File: config.mk
export PLATFORM = sky130hd
export DESIGN_NAME = pc_ras_unit_flat
export DESIGN_NICKNAME = d
export VERILOG_FILES = /design/src/rtl/pc_ras_if.sv /design/src/rtl/pc_ras_unit.sv /design/src/flat_wrapper.sv
export SDC_FILE = /design/constraint.sdc
export NUM_CORES = 1
export LEC_CHECK = 0
export ABC_CLOCK_PERIOD_IN_PS = 2800
export BUFFER_PORTS_ARGS = -buffer_cell sky130_fd_sc_hd__buf_2
export CORE_MARGIN = 4
export CORE_UTILIZATION = 57
export CTS_CLUSTER_DIAMETER = 150
export DETAILED_ROUTE_END_ITERATION = 16
export PLACE_DENSITY = 0.79
export RECOVER_POWER = 100
export SYNTH_ARGS = -nofsm -noshare
export SYNTH_HDL_FRONTEND = slang
export SYNTH_SLANG_ARGS = --single-unit
File: constraint.sdc
create_clock -name CLK -period 2.8 [get_ports CLK]
set_input_delay 0.56 -clock CLK [delete_from_list [all_inputs] [get_ports CLK]]
set_output_delay 0.56 -clock CLK [all_outputs]
set_load 0.005 [all_outputs]
File: src/rtl/pc_ras_if.sv
// Control/status bundle between the decoder and the fetch-stage program counter.
interface pc_ras_if #(
  parameter int PC_W  = 9,
  parameter int CNT_W = 3
);
  logic            Halt;
  logic            jump_en;
  logic            branch_en;
  logic            rel_en;
  logic            call_en;
  logic            ret_en;
  logic            EQ;
  logic [PC_W-1:0] Target;
  logic [PC_W-1:0] Offset;
  logic [PC_W-1:0] PC;
  logic [CNT_W-1:0] ras_count;
  logic            ras_ovf;
  logic            ras_unf;

  modport master (
    output Halt, jump_en, branch_en, rel_en, call_en, ret_en, EQ, Target, Offset,
    input  PC, ras_count, ras_ovf, ras_unf
  );
  modport slave (
    input  Halt, jump_en, branch_en, rel_en, call_en, ret_en, EQ, Target, Offset,
    output PC, ras_count, ras_ovf, ras_unf
  );
endinterface

File: src/rtl/pc_ras_unit.sv
// Fetch-stage program counter with jump/branch (absolute or PC-relative),
// call/return through a return-address stack, and sticky stack-error flags.
module pc_ras_unit #(
  parameter int PC_W      = 9,
  parameter int RAS_DEPTH = 4,
  parameter int RESET_PC  = 0,
  parameter bit COND_DLY  = 1'b1
) (
  input  logic CLK,
  input  logic Init,
  pc_ras_if.slave bus
);
  localparam int CNT_W = $clog2(RAS_DEPTH + 1);
  localparam int IDX_W = (RAS_DEPTH > 1) ? $clog2(RAS_DEPTH) : 1;

  logic [PC_W-1:0]  r_pc;
  logic [PC_W-1:0]  r_ras [RAS_DEPTH];
  logic [CNT_W-1:0] r_cnt;
  logic             r_ovf, r_unf, r_eq_q;

  logic             w_flag, w_full, w_empty;
  logic [PC_W-1:0]  w_pc_inc, w_tgt;
  logic [IDX_W-1:0] w_push_idx, w_top_idx;

  assign w_flag     = COND_DLY ? r_eq_q : bus.EQ;
  assign w_pc_inc   = r_pc + PC_W'(1);
  assign w_tgt      = bus.rel_en ? (r_pc + bus.Offset) : bus.Target;
  assign w_full     = (r_cnt == CNT_W'(RAS_DEPTH));
  assign w_empty    = (r_cnt == '0);
  // Indices are only used when not full (push) / not empty (pop), so they stay in range.
  assign w_push_idx = IDX_W'(r_cnt);
  assign w_top_idx  = IDX_W'(r_cnt - CNT_W'(1));

  always_ff @(posedge CLK) begin
    if (Init) begin
      r_pc   <= PC_W'(RESET_PC);
      r_cnt  <= '0;
      r_ovf  <= 1'b0;
      r_unf  <= 1'b0;
      r_eq_q <= 1'b0;
    end else begin
      // The flag stage keeps sampling during Halt so the condition stays current.
      r_eq_q <= bus.EQ;
      if (!bus.Halt) begin
        if (bus.ret_en) begin
          if (!w_empty) begin
            r_pc  <= r_ras[w_top_idx];
            r_cnt <= r_cnt - CNT_W'(1);
          end else begin
            r_unf <= 1'b1;
            r_pc  <= w_pc_inc;
          end
        end else if (bus.call_en) begin
          if (!w_full) begin
            r_ras[w_push_idx] <= w_pc_inc;
            r_cnt             <= r_cnt + CNT_W'(1);
          end else begin
            r_ovf <= 1'b1;
          end
          r_pc <= bus.Target;
        end else if (bus.jump_en || (bus.branch_en && w_flag)) begin
          r_pc <= w_tgt;
        end else begin
          r_pc <= w_pc_inc;
        end
      end
    end
  end

  assign bus.PC        = r_pc;
  assign bus.ras_count = r_cnt;
  assign bus.ras_ovf   = r_ovf;
  assign bus.ras_unf   = r_unf;
endmodule
File: src/flat_wrapper.sv
// flat-port wrapper written by rule: the top's interface ports become plain ports
module pc_ras_unit_flat 
#(
  parameter int PC_W      = 9,
  parameter int RAS_DEPTH = 4,
  parameter int RESET_PC  = 0,
  parameter bit COND_DLY  = 1'b1
)
  (CLK, Init, bus_Halt, bus_jump_en, bus_branch_en, bus_rel_en, bus_call_en, bus_ret_en, bus_EQ, bus_Target, bus_Offset, bus_PC, bus_ras_count, bus_ras_ovf, bus_ras_unf);
  pc_ras_if #(.PC_W(PC_W)) bus_i ();
  input  logic CLK;
  input  logic Init;
  input wire logic [$bits(bus_i.Halt)-1:0] bus_Halt;
  input wire logic [$bits(bus_i.jump_en)-1:0] bus_jump_en;
  input wire logic [$bits(bus_i.branch_en)-1:0] bus_branch_en;
  input wire logic [$bits(bus_i.rel_en)-1:0] bus_rel_en;
  input wire logic [$bits(bus_i.call_en)-1:0] bus_call_en;
  input wire logic [$bits(bus_i.ret_en)-1:0] bus_ret_en;
  input wire logic [$bits(bus_i.EQ)-1:0] bus_EQ;
  input wire logic [$bits(bus_i.Target)-1:0] bus_Target;
  input wire logic [$bits(bus_i.Offset)-1:0] bus_Offset;
  output wire logic [$bits(bus_i.PC)-1:0] bus_PC;
  output wire logic [$bits(bus_i.ras_count)-1:0] bus_ras_count;
  output wire logic [$bits(bus_i.ras_ovf)-1:0] bus_ras_ovf;
  output wire logic [$bits(bus_i.ras_unf)-1:0] bus_ras_unf;
  assign bus_i.Halt = bus_Halt;
  assign bus_i.jump_en = bus_jump_en;
  assign bus_i.branch_en = bus_branch_en;
  assign bus_i.rel_en = bus_rel_en;
  assign bus_i.call_en = bus_call_en;
  assign bus_i.ret_en = bus_ret_en;
  assign bus_i.EQ = bus_EQ;
  assign bus_i.Target = bus_Target;
  assign bus_i.Offset = bus_Offset;
  assign bus_PC = bus_i.PC;
  assign bus_ras_count = bus_i.ras_count;
  assign bus_ras_ovf = bus_i.ras_ovf;
  assign bus_ras_unf = bus_i.ras_unf;
  pc_ras_unit #(.PC_W(PC_W), .RAS_DEPTH(RAS_DEPTH), .RESET_PC(RESET_PC), .COND_DLY(COND_DLY)) u_core (.CLK(CLK), .Init(Init), .bus(bus_i));
endmodule
; ---- Word-level counts from Yosys, hierarchy flattened
; Memory sizes are Yosys's and may differ from the RTL's.
; Cells that the tools add are included.
[totals]
elab_cells = 37
n_memories = 1
reg_bits = 15
ramBits = 36
out_inout_bits = 14
inputBits = 27
[classes]
mux = 15
bitwise = 2
reduce_logical = 7
eq_ne = 3
n_addsub = 4
[mem_list]
columns = name, words, width, read_ports, rd_clocked_by_memory_dff, write_ports, line
row1 = u_core.r_ras, 4, 9, 1, 0, 1, pc_ras_unit.sv:17  ; logic [PC_W-1:0] r_ras [RAS_DEPTH];
[ops]
columns = op, n
row1 = $mux W9, 5
row2 = $mux W3, 4
row3 = $add A9 B1 Y9 const B, 1
row4 = $add A9 B9 Y9, 1
row5 = $reduce_and A4 Y1, 2
row6 = $mux W1, 6
row7 = $ne A2 B2 Y1 const B, 2
row8 = $add A3 B1 Y3 const B, 1
row9 = $eq A3 B3 Y1 const B, 1
row10 = $logic_not A3 Y1, 1
row11 = $reduce_and A3 Y1, 1
row12 = $sub A3 B1 Y3 const B, 1
row13 = $not A1 Y1, 2
row14 = $reduce_bool A2 Y1, 1
row15 = $logic_and A1 B1 Y1, 1
row16 = $logic_or A1 B1 Y1, 1

; ---- Logic depth before layout (Yosys ltp)
; Gate-level depths: netlist (run 1).
[depth]
depth_word = 7
ltp_mapped = 10
depth_no_buf = 8

; ---- Worst setup path before layout (run 1)
; OpenSTA, ideal clock, no wires.
[synth_timing]
path_kind = register -> register
startpoint = reg u_core.r_cnt[0], in the netlist u_core.bus.ras_count[0]
endpoint = reg u_core.r_cnt[2], in the netlist u_core.bus.ras_count[2]
setup_ps = 126
required_time_ps = 2674
path_stages_with_launch = 10
n_path_buf = 1
t_arrival_ps = 2049
setup_slack_ps = 625
synth_period_minus_slack_ps = 2175
cell_sequence = dfxtp_1 > buf_6 > inv_1 > ha_1 > ha_1 > or3b_1 > a21oi_1 > o21ai_0 > a22oi_1 > nor2_1
[synth_via]
elab_chain_len = 4
elab_cells_between_ends = 11
cone_classes = add/sub (2) / eq/ne (3) / mux (4) / reduce/logical (2)
[synth_rtl]
columns = item, line
row1 = "start, declared", pc_ras_unit.sv:18  ; logic [CNT_W-1:0] r_cnt;
row2 = "start signal, assigned", pc_ras_unit.sv:48  ; r_cnt <= r_cnt - CNT_W'(1);
row3 = "start signal, assigned", pc_ras_unit.sv:56  ; r_cnt <= r_cnt + CNT_W'(1);
row4 = $add A3 B1 Y3, pc_ras_unit.sv:56
row5 = $mux W3, pc_ras_unit.sv:54  ; if (!w_full) begin
row6 = $mux W3, pc_ras_unit.sv:53  ; end else if (bus.call_en) begin
row7 = $mux W3, pc_ras_unit.sv:45  ; if (bus.ret_en) begin
; Several ways; a longest one is shown, not always the timed one. The select of a mux whose other input is x is not followed.
; A chain may end at the register's enable or synchronous reset.

; ---- Worst setup path in the final report (run 1)
[layout_timing]
startpoint = reg u_core.r_pc[0], in the netlist u_core.bus.PC[0]
endpoint = reg u_core.r_pc[8], in the netlist u_core.bus.PC[8]
[layout_via]
elab_chain_len = 5
elab_cells_between_ends = 7
cone_classes = add/sub (2) / mux (5)
[layout_rtl]
columns = item, line
row1 = "start, declared", pc_ras_unit.sv:16  ; logic [PC_W-1:0] r_pc;
row2 = "start signal, assigned", pc_ras_unit.sv:36  ; r_pc <= PC_W'(RESET_PC);
row3 = "start signal, assigned", pc_ras_unit.sv:47  ; r_pc <= r_ras[w_top_idx];
row4 = "start signal, assigned", pc_ras_unit.sv:51  ; r_pc <= w_pc_inc;
row5 = $add A9 B9 Y9, pc_ras_unit.sv:27  ; assign w_tgt = bus.rel_en ? (r_pc + bus.Offset) : bus.Target;
row6 = $mux W9, pc_ras_unit.sv:27
row7 = $mux W9, pc_ras_unit.sv:61  ; end else if (bus.jump_en || (bus.branch_en && w_flag)) begin
row8 = $mux W9, pc_ras_unit.sv:53
row9 = $mux W9 *, pc_ras_unit.sv:45
; Mark *: on every way between the ends. The rest lies on a longest branch, timed or not.

==> results_dict.tcl, run 1 <==
set metrics [dict create \
    outcome "complete, no violations" \
    synth_edf_count 36 \
    fp.dieW_microns 80.8 \
    cap_violations 0 \
    finalSetupViolCount 0 \
    cts.sinks 51 \
    core_area_sq_um 5140 \
    clock_path_buffers 2 \
    finish.net_count 349 \
    clk_latency_ns 0.30 \
    final_max_slew_viol_count 0 \
    combPwrFrac_pct 24.9 \
    syn_area_sq_um 3020 \
    port_buffers 40 \
    hold_buffers 0 \
    place_inst 369 \
    post-route-drc-count 0 \
    die_h_microns 80.8 \
    synth.net_count 310 \
    path_clk_slew_ns 0.10 \
    fin_cells 377 \
    grt_pass1_vias 2247 \
    synthFlopType "edfxtp_1" \
    cts-root-buf "clkbuf_8" \
    grt_use_met2_pct 35.6 \
    path_class "register to register" \
    wl_per_cell_microns 17.8 \
    grt_pass1_wl_mm 11.0 \
    finClkSkew_ns 0.00897 \
    area.growth.synth_to_final_pct 10.1 \
    swShare_pct 30.9 \
    syn_area_per_cell_sq_um 11.3 \
    tightest_slew_ns 0.798 \
    ir_worst_vdd_uv 343 \
    cp.arrival_ns 2.58 \
    numCtsBuffers 5 \
    synth_cells 267 \
    rsz0062_at_grt "false" \
    start_util_pct 58.8 \
    synth_cell_types 65 \
    pwr-share-clk_pct 25.1 \
    synth.ff_latch_count 51 \
    post-cts-setup-buffers 0 \
    synthArstFlopShare_pct 0 \
    fin_area_sq_um 3330 \
    finalCritPeriodShare_pct 84.3 \
    required_ns 3.02 \
    r2r_start "u_core.bus.PC[0]" \
    cts_max_level 2 \
    hold_ws_ns 0.459 \
    first_pass_iters 4 \
    relSlewSlack_pct 46.8 \
    dpl-instance-area_sq_um 3250 \
    die_area_sq_um 6540 \
    fmax_ghz 0.424 \
    fin_crit_ns 2.36 \
    busiest_layer "met2" \
    antennaDiodeCount 0 \
    rows 26 \
    grt_use_total_pct 22.0 \
    fin_setup_tns_ns 0 \
    layout-drive-gt1-share_pct 20.2 \
    antenna_found_initial 0 \
    crit_fanout 7 \
    grt-ovfl-total 0 \
    place_congestion 0.923 \
    num_vias 2303 \
    startpoint "u_core.bus.PC[0]" \
    routed_wl_mm 6.71 \
    met3_usage_pct 3.33 \
    hold_path_class "primary input to register" \
    synth.yosys.seq_area_share_pct 45.7 \
    hpwl_mm 5.17 \
    drt_iter0_drc 205 \
    cts_resized 0 \
    seqPwrFrac_pct 50.0 \
    grt_max_degree 19 \
    cts_tree "built" \
    end_kind "register" \
    p_sw_uw 547 \
    via_per_inst 6.11 \
    hold_start "bus_EQ" \
    ant_nets 0 \
    critPathLaunchType "register" \
    grt_use_met1_pct 31.3 \
    ys_warn_count 0 \
    p_per_area_nw_per_um2 532 \
    internal_power_uw 1220 \
    hold_viol 0 \
    io-pin-count 41 \
    leakagePower_uw 0.00123 \
]
==> stage by stage <==
stage | utilization (%) | setup slack, ns | total power (uW)
3_3_place_gp | 63.3 | 0.418 | 1340
4_1_cts | 65.2 | 0.486 | 1790
2_1_floorplan | - | 0.625 | 1220
5_1_grt | 64.8 | 0.201 | 1860
6_report | 64.8 | 0.440 | 1770
3_5_place_dp | 63.3 | 0.401 | 1350
==> cells by family (layout without fill, tap and decap cells) <==
family	count (synthesis)	count (layout)	synth area share [%]
XOR/XNOR	12	12	3.48
adder cells (fa/ha/maj)	16	16	6.87
AND/OR/NAND/NOR	82	82	14.9
multiplexers	13	13	8.19
flip-flops	51	51	45.7
AO/OA/AOI/OAI	66	66	16.0
buffers and inverters	27	67	4.88
==> path summary, 6_finish.rpt <==
check | to | slack, ns | depth (start not counted)
max reg2reg | u_core.bus.PC[8] | 0.44 | 8
max | u_core.bus.PC[8] | 0.44 | 8
min reg2reg | u_core.bus.ras_ovf | 0.48 | 2
min | u_core.r_eq_q | 0.46 | 2
==> registers in the layout, summed over array words and instances, names as in the netlist <==
register              cells
u_core.bus.ras_ovf        1
u_core.bus.ras_unf        1
u_core.bus.PC             9
u_core.r_ras             36
u_core.r_eq_q             1
u_core.bus.ras_count      3
==> area by class of cell <==
| class | instances | area, sq um |
|---|---|---|
| Fill cell | 455 | 1810 |
| Sequential cell | 51 | 1380 |
| Clock buffer | 5 | 68.8 |
| Tap cell | 70 | 87.6 |
| Inverter | 14 | 52.6 |
| Clock inverter | 3 | 26.3 |
| Timing Repair Buffer | 45 | 219 |
| Multi-Input combinational cell | 189 | 1490 |
==> cell usage in the layout (no fill, tap or decap), types with 4 or more instances in the layout <==
cell type  Yosys  layout
a21oi_1       14      14
nor3_1         4       4
dfxtp_1       15      15
clkbuf_1       3      11
a31oi_1        5       5
o221ai_1       5       5
nand3b_1       4       4
xnor2_1        8       8
edfxtp_1      36      36
o21ai_0        9       9
mux4_2         9       9
and2_0         0       5
xor2_1         4       4
nand3_1        9       9
buf_2          3      31
nand2_1       15      15
inv_1         13      13
clkbuf_8       0       5
ha_1          15      15
nand2b_1       7       7
nand4_1        4       4
nor2_1        17      17
==> power groups by stage <==
stage	combinational [uW]	sequential (uW)	clock, uW
5_1_grt	493	890	480
4_1_cts	451	884	453
6_report	441	886	445
3_3_place_gp	437	901	0
2_1_floorplan	329	891	0
3_5_place_dp	449	902	0
==> synthesized netlist by cell type (2+ instances only) <==
| cell type | count | area share [%] |
|---|---|---|
| buf_4 | 3 | 0.74 |
| nor3_1 | 4 | 0.66 |
| a21oi_1 | 14 | 2.3 |
| o22ai_1 | 2 | 0.41 |
| mux2i_1 | 3 | 0.99 |
| xnor2_1 | 8 | 2.3 |
| nand2_1 | 15 | 1.9 |
| buf_2 | 3 | 0.50 |
| a31oi_1 | 5 | 1.0 |
| nor2b_1 | 2 | 0.41 |
| nand2b_1 | 7 | 1.4 |
| inv_1 | 13 | 1.6 |
| and2_1 | 6 | 1.2 |
| a211o_1 | 3 | 0.87 |
| a211oi_1 | 3 | 0.74 |
| a31o_2 | 2 | 0.58 |
| a21o_1 | 2 | 0.50 |
| o21ai_0 | 9 | 1.5 |
| ha_1 | 15 | 6.2 |
| a22oi_1 | 3 | 0.74 |
| buf_6 | 3 | 1.1 |
| edfxtp_1 | 36 | 36 |
| o221ai_1 | 5 | 1.4 |
| clkbuf_1 | 3 | 0.37 |
| nand4_1 | 4 | 0.83 |
| o41ai_1 | 3 | 0.87 |
| nand3_1 | 9 | 1.5 |
| nor2_1 | 17 | 2.1 |
| xor2_1 | 4 | 1.2 |
| nand3b_1 | 4 | 0.99 |
| mux4_2 | 9 | 6.7 |
| dfxtp_1 | 15 | 9.9 |
==> worst max-delay path: stages, from the launching register on <==
cell	delay (ns)
dfxtp_1	0.48
ha_1	0.23
inv_1	0.06
fa_1	0.39
nand2b_1	0.18
a211oi_1	0.42
o41ai_1	0.15
mux2i_1	0.13
o32ai_1	0.23
==> per-layer routing <==
metal / wire (microns) / share of wire [%] / vias to the layer above
met5: 0 / 0 / -
met4: 51 / 0.76 / 0
met3: 402 / 6.0 / 6
met2: 3240 / 48 / 79
met1: 3020 / 45 / 1118
li1: - / - / 1100
(Power assumes the default switching activity.)
==> run 2: changes to the inputs <==
--- a/config.mk
+++ b/config.mk
@@ -5,13 +5,13 @@
 export SDC_FILE = /design/constraint.sdc
 export NUM_CORES = 1
 export LEC_CHECK = 0
-export ABC_CLOCK_PERIOD_IN_PS = 2800
+export ABC_CLOCK_PERIOD_IN_PS = 2040
 export BUFFER_PORTS_ARGS = -buffer_cell sky130_fd_sc_hd__buf_2
 export CORE_MARGIN = 4
-export CORE_UTILIZATION = 57
+export CORE_UTILIZATION = 52
 export CTS_CLUSTER_DIAMETER = 150
 export DETAILED_ROUTE_END_ITERATION = 16
-export PLACE_DENSITY = 0.79
+export PLACE_DENSITY = 0.76
 export RECOVER_POWER = 100
 export SYNTH_ARGS = -nofsm -noshare
 export SYNTH_HDL_FRONTEND = slang
==> constraint.sdc (replaced) <==
create_clock -name CLK -period 2.04 [get_ports CLK]
set_input_delay 0.408 -clock CLK [delete_from_list [all_inputs] [get_ports CLK]]
set_output_delay 0.408 -clock CLK [all_outputs]
set_load 0.005 [all_outputs]
==> run 2 against run 1 <==
  * Global-route usage fell by 1.5 points
  * Routed wire length is 7.7% higher
  * Worst setup slack got worse by 0.38 ns
  * Clock-buffer cell count unchanged
  * Largest cell class unchanged
  * Power grew 43%
  * Highest routed layer unchanged
  * Via count up 5.8%
  * Flip-flop and latch count did not move
  * Sequential share of layout area decreased by 2.9 points
  * Non-clock buffer count up 24
==> results_dict.tcl, run 2 (synthesis gave the netlist of run 1 again) <==
set metrics [dict create \
    hold_path_class "primary input to register" \
    cts_tree "built" \
    grt_pass1_vias 2323 \
    antennaDiodeCount 0 \
    hpwl_mm 5.44 \
    grt_use_total_pct 20.5 \
    fp.dieW_microns 84.3 \
    hold_buffers 0 \
    outcome "complete, no violations" \
    num_vias 2437 \
    p_per_area_nw_per_um2 705 \
    grt-ovfl-total 0 \
    rows 27 \
    start_util_pct 54.3 \
    worst_path_max_delay_cell "dfxtp_1" \
    swShare_pct 31.2 \
    drt_iter0_drc 264 \
    fmax_ghz 0.505 \
    hold_depth 2 \
    hold_start "bus_EQ" \
    final_util_pct 64.3 \
    required_ns 2.23 \
    path_cells "clkbuf_1 -> nand4_1 -> or2_4 -> a31o_1 -> a221oi_2 -> o32ai_1" \
    grt_pass1_wl_mm 11.6 \
    power_uw 2530 \
    path_clk_slew_ns 0.10 \
    regToRegSetupSlack_ns 0.06 \
    regMostFlops "u_core.r_ras" \
    rr_endpoint "u_core.bus.PC[8]" \
    place_ws_ns -0.140 \
    crit_fanout 6 \
    largest_register_ffs 36 \
    wl_per_cell_microns 17.9 \
    end_kind "register" \
    place_congestion 0.848 \
    worstRegToRegCells 6 \
    fillers 463 \
    cts_max_level 2 \
    final_common_cell "edfxtp_1" \
    finish.net_count 373 \
    clk_latency_ns 0.30 \
    relSlewSlack_pct 69.5 \
    routed_wl_mm 7.23 \
    leakagePower_uw 0.00137 \
    ant_nets 0 \
    post-route-drc-count 0 \
    finClkSkew_ns 0.00656 \
    layout-drive-gt1-share_pct 29.3 \
    area.growth.synth_to_final_pct 18.5 \
    die_h_microns 84.3 \
    internal_power_uw 1740 \
    first_pass_iters 5 \
    seqPwrFrac_pct 47.1 \
    antenna_found_initial 0 \
    p_sw_uw 788 \
    cap_violations 0 \
    die_area_sq_um 7100 \
    fin_area_sq_um 3580 \
    finalSetupViolCount 0 \
    cpPeakStageDelay_ns 0.35 \
    finalCritPeriodShare_pct 97.1 \
    port_buffers 40 \
    io-pin-count 41 \
    combPwrFrac_pct 28.8 \
    clock_path_buffers 2 \
    via_per_inst 6.05 \
    fin_crit_ns 1.98 \
    grt_max_degree 18 \
    core_area_sq_um 5570 \
    mostFrequentLayoutCells "36 x edfxtp_1, 35 x buf_2, 19 x buf_4, 17 x nor2_1, 15 x nand2_1" \
    critPathLaunchType "register" \
    cts-root-buf "clkbuf_8" \
    dpl-instance-area_sq_um 3490 \
    ir_worst_vdd_uv 449 \
    final_max_slew_viol_count 0 \
    hold_viol 0 \
    cts.sinks 51 \
    cp.arrival_ns 2.17 \
    path_class "register to register" \
    pwr-share-clk_pct 24.1 \
    hold_path_end "u_core.r_eq_q" \
    r2r_start "u_core.bus.PC[5]" \
    setup_slack_ns 0.0583 \
    tightest_slew_ns 0.455 \
    numCtsBuffers 5 \
]
[run 2: changes by cell type in the layout (fill, tap and decap cells not counted), moves of 2 or more]
cell,before,now
ha_1,15,12
buf_12,0,3
or2_0,2,0
dfxtp_1,15,13
buf_2,31,35
ha_2,0,3
dfxtp_2,0,2
buf_4,3,19
[run 2: repair_timing]
| item | in CTS | in global routing |
|---|---|---|
| cloned | 0 | 0 |
| pin swaps | 0 | 1 |
| setup endpoints to repair | 1 | 7 |
| gates resized for setup | 1 | 9 |
| buffers inserted | 0 | 0 |
[run 2: routing by layer]
layer	global-route usage [%]	wire length [microns]
met1	29.6	3270
met2	32.9	3460
met3	3.24	416
met4	4.39	84
met5	0	0
[run 2: worst max-delay path by stage]
stage	start	to	slack [ns]	cells after the start
after global routing	u_core.bus.ras_count[0]	u_core.bus.ras_count[2]	-0.01	8
final	u_core.bus.PC[5]	u_core.bus.PC[8]	0.06	6
after floorplan	u_core.bus.PC[0]	u_core.bus.PC[6]	0.004	8
after CTS	u_core.bus.PC[0]	u_core.bus.PC[6]	0.04	9
after detailed placement	bus_Offset[0]	u_core.bus.PC[6]	-0.14	10
after global placement	bus_Offset[0]	u_core.bus.PC[6]	-0.1	10
[run 2: final cells by class]
cell class / instances / area (sq um) / share of cell area, %
inverters: 14 / 52.6 / 1.47
multi-input cells: 189 / 1530 / 42.8
flip-flops and latches: 51 / 1380 / 38.6
well taps: 72 / 90.1 / 2.51
repair buffers: 69 / 434 / 12.1
clock buffers: 5 / 68.8 / 1.92
clock inverters: 3 / 22.5 / 0.628
[run 2: per-stage QoR]
| step | hold WS [ns] | TNS [ns] | instances |
|---|---|---|---|
| after global routing | 0.339 | -0.0221 | 403 |
| after floorplan | 0.460 | 0 | 267 |
| after detailed placement | 0.461 | -0.313 | 395 |
| final | 0.306 | 0 | 403 |
| after CTS | 0.309 | 0 | 403 |
| after global placement | 0.454 | -0.182 | 395 |
[run 2: critical path: cells and delay by family (launching register included)]
family,cells,cell delay [ns]
buf+inv,1,0.33
compound gates,3,0.62
flops,1,0.35
simple gates,2,0.58
[run 2: power groups by stage]
stage,clock network [uW],logic [uW],registers [uW]
6_report,609,727,1190
5_1_grt,657,792,1190
4_1_cts,608,712,1190
3_5_place_dp,0,704,1210
3_3_place_gp,0,688,1210
2_1_floorplan,0,456,1220
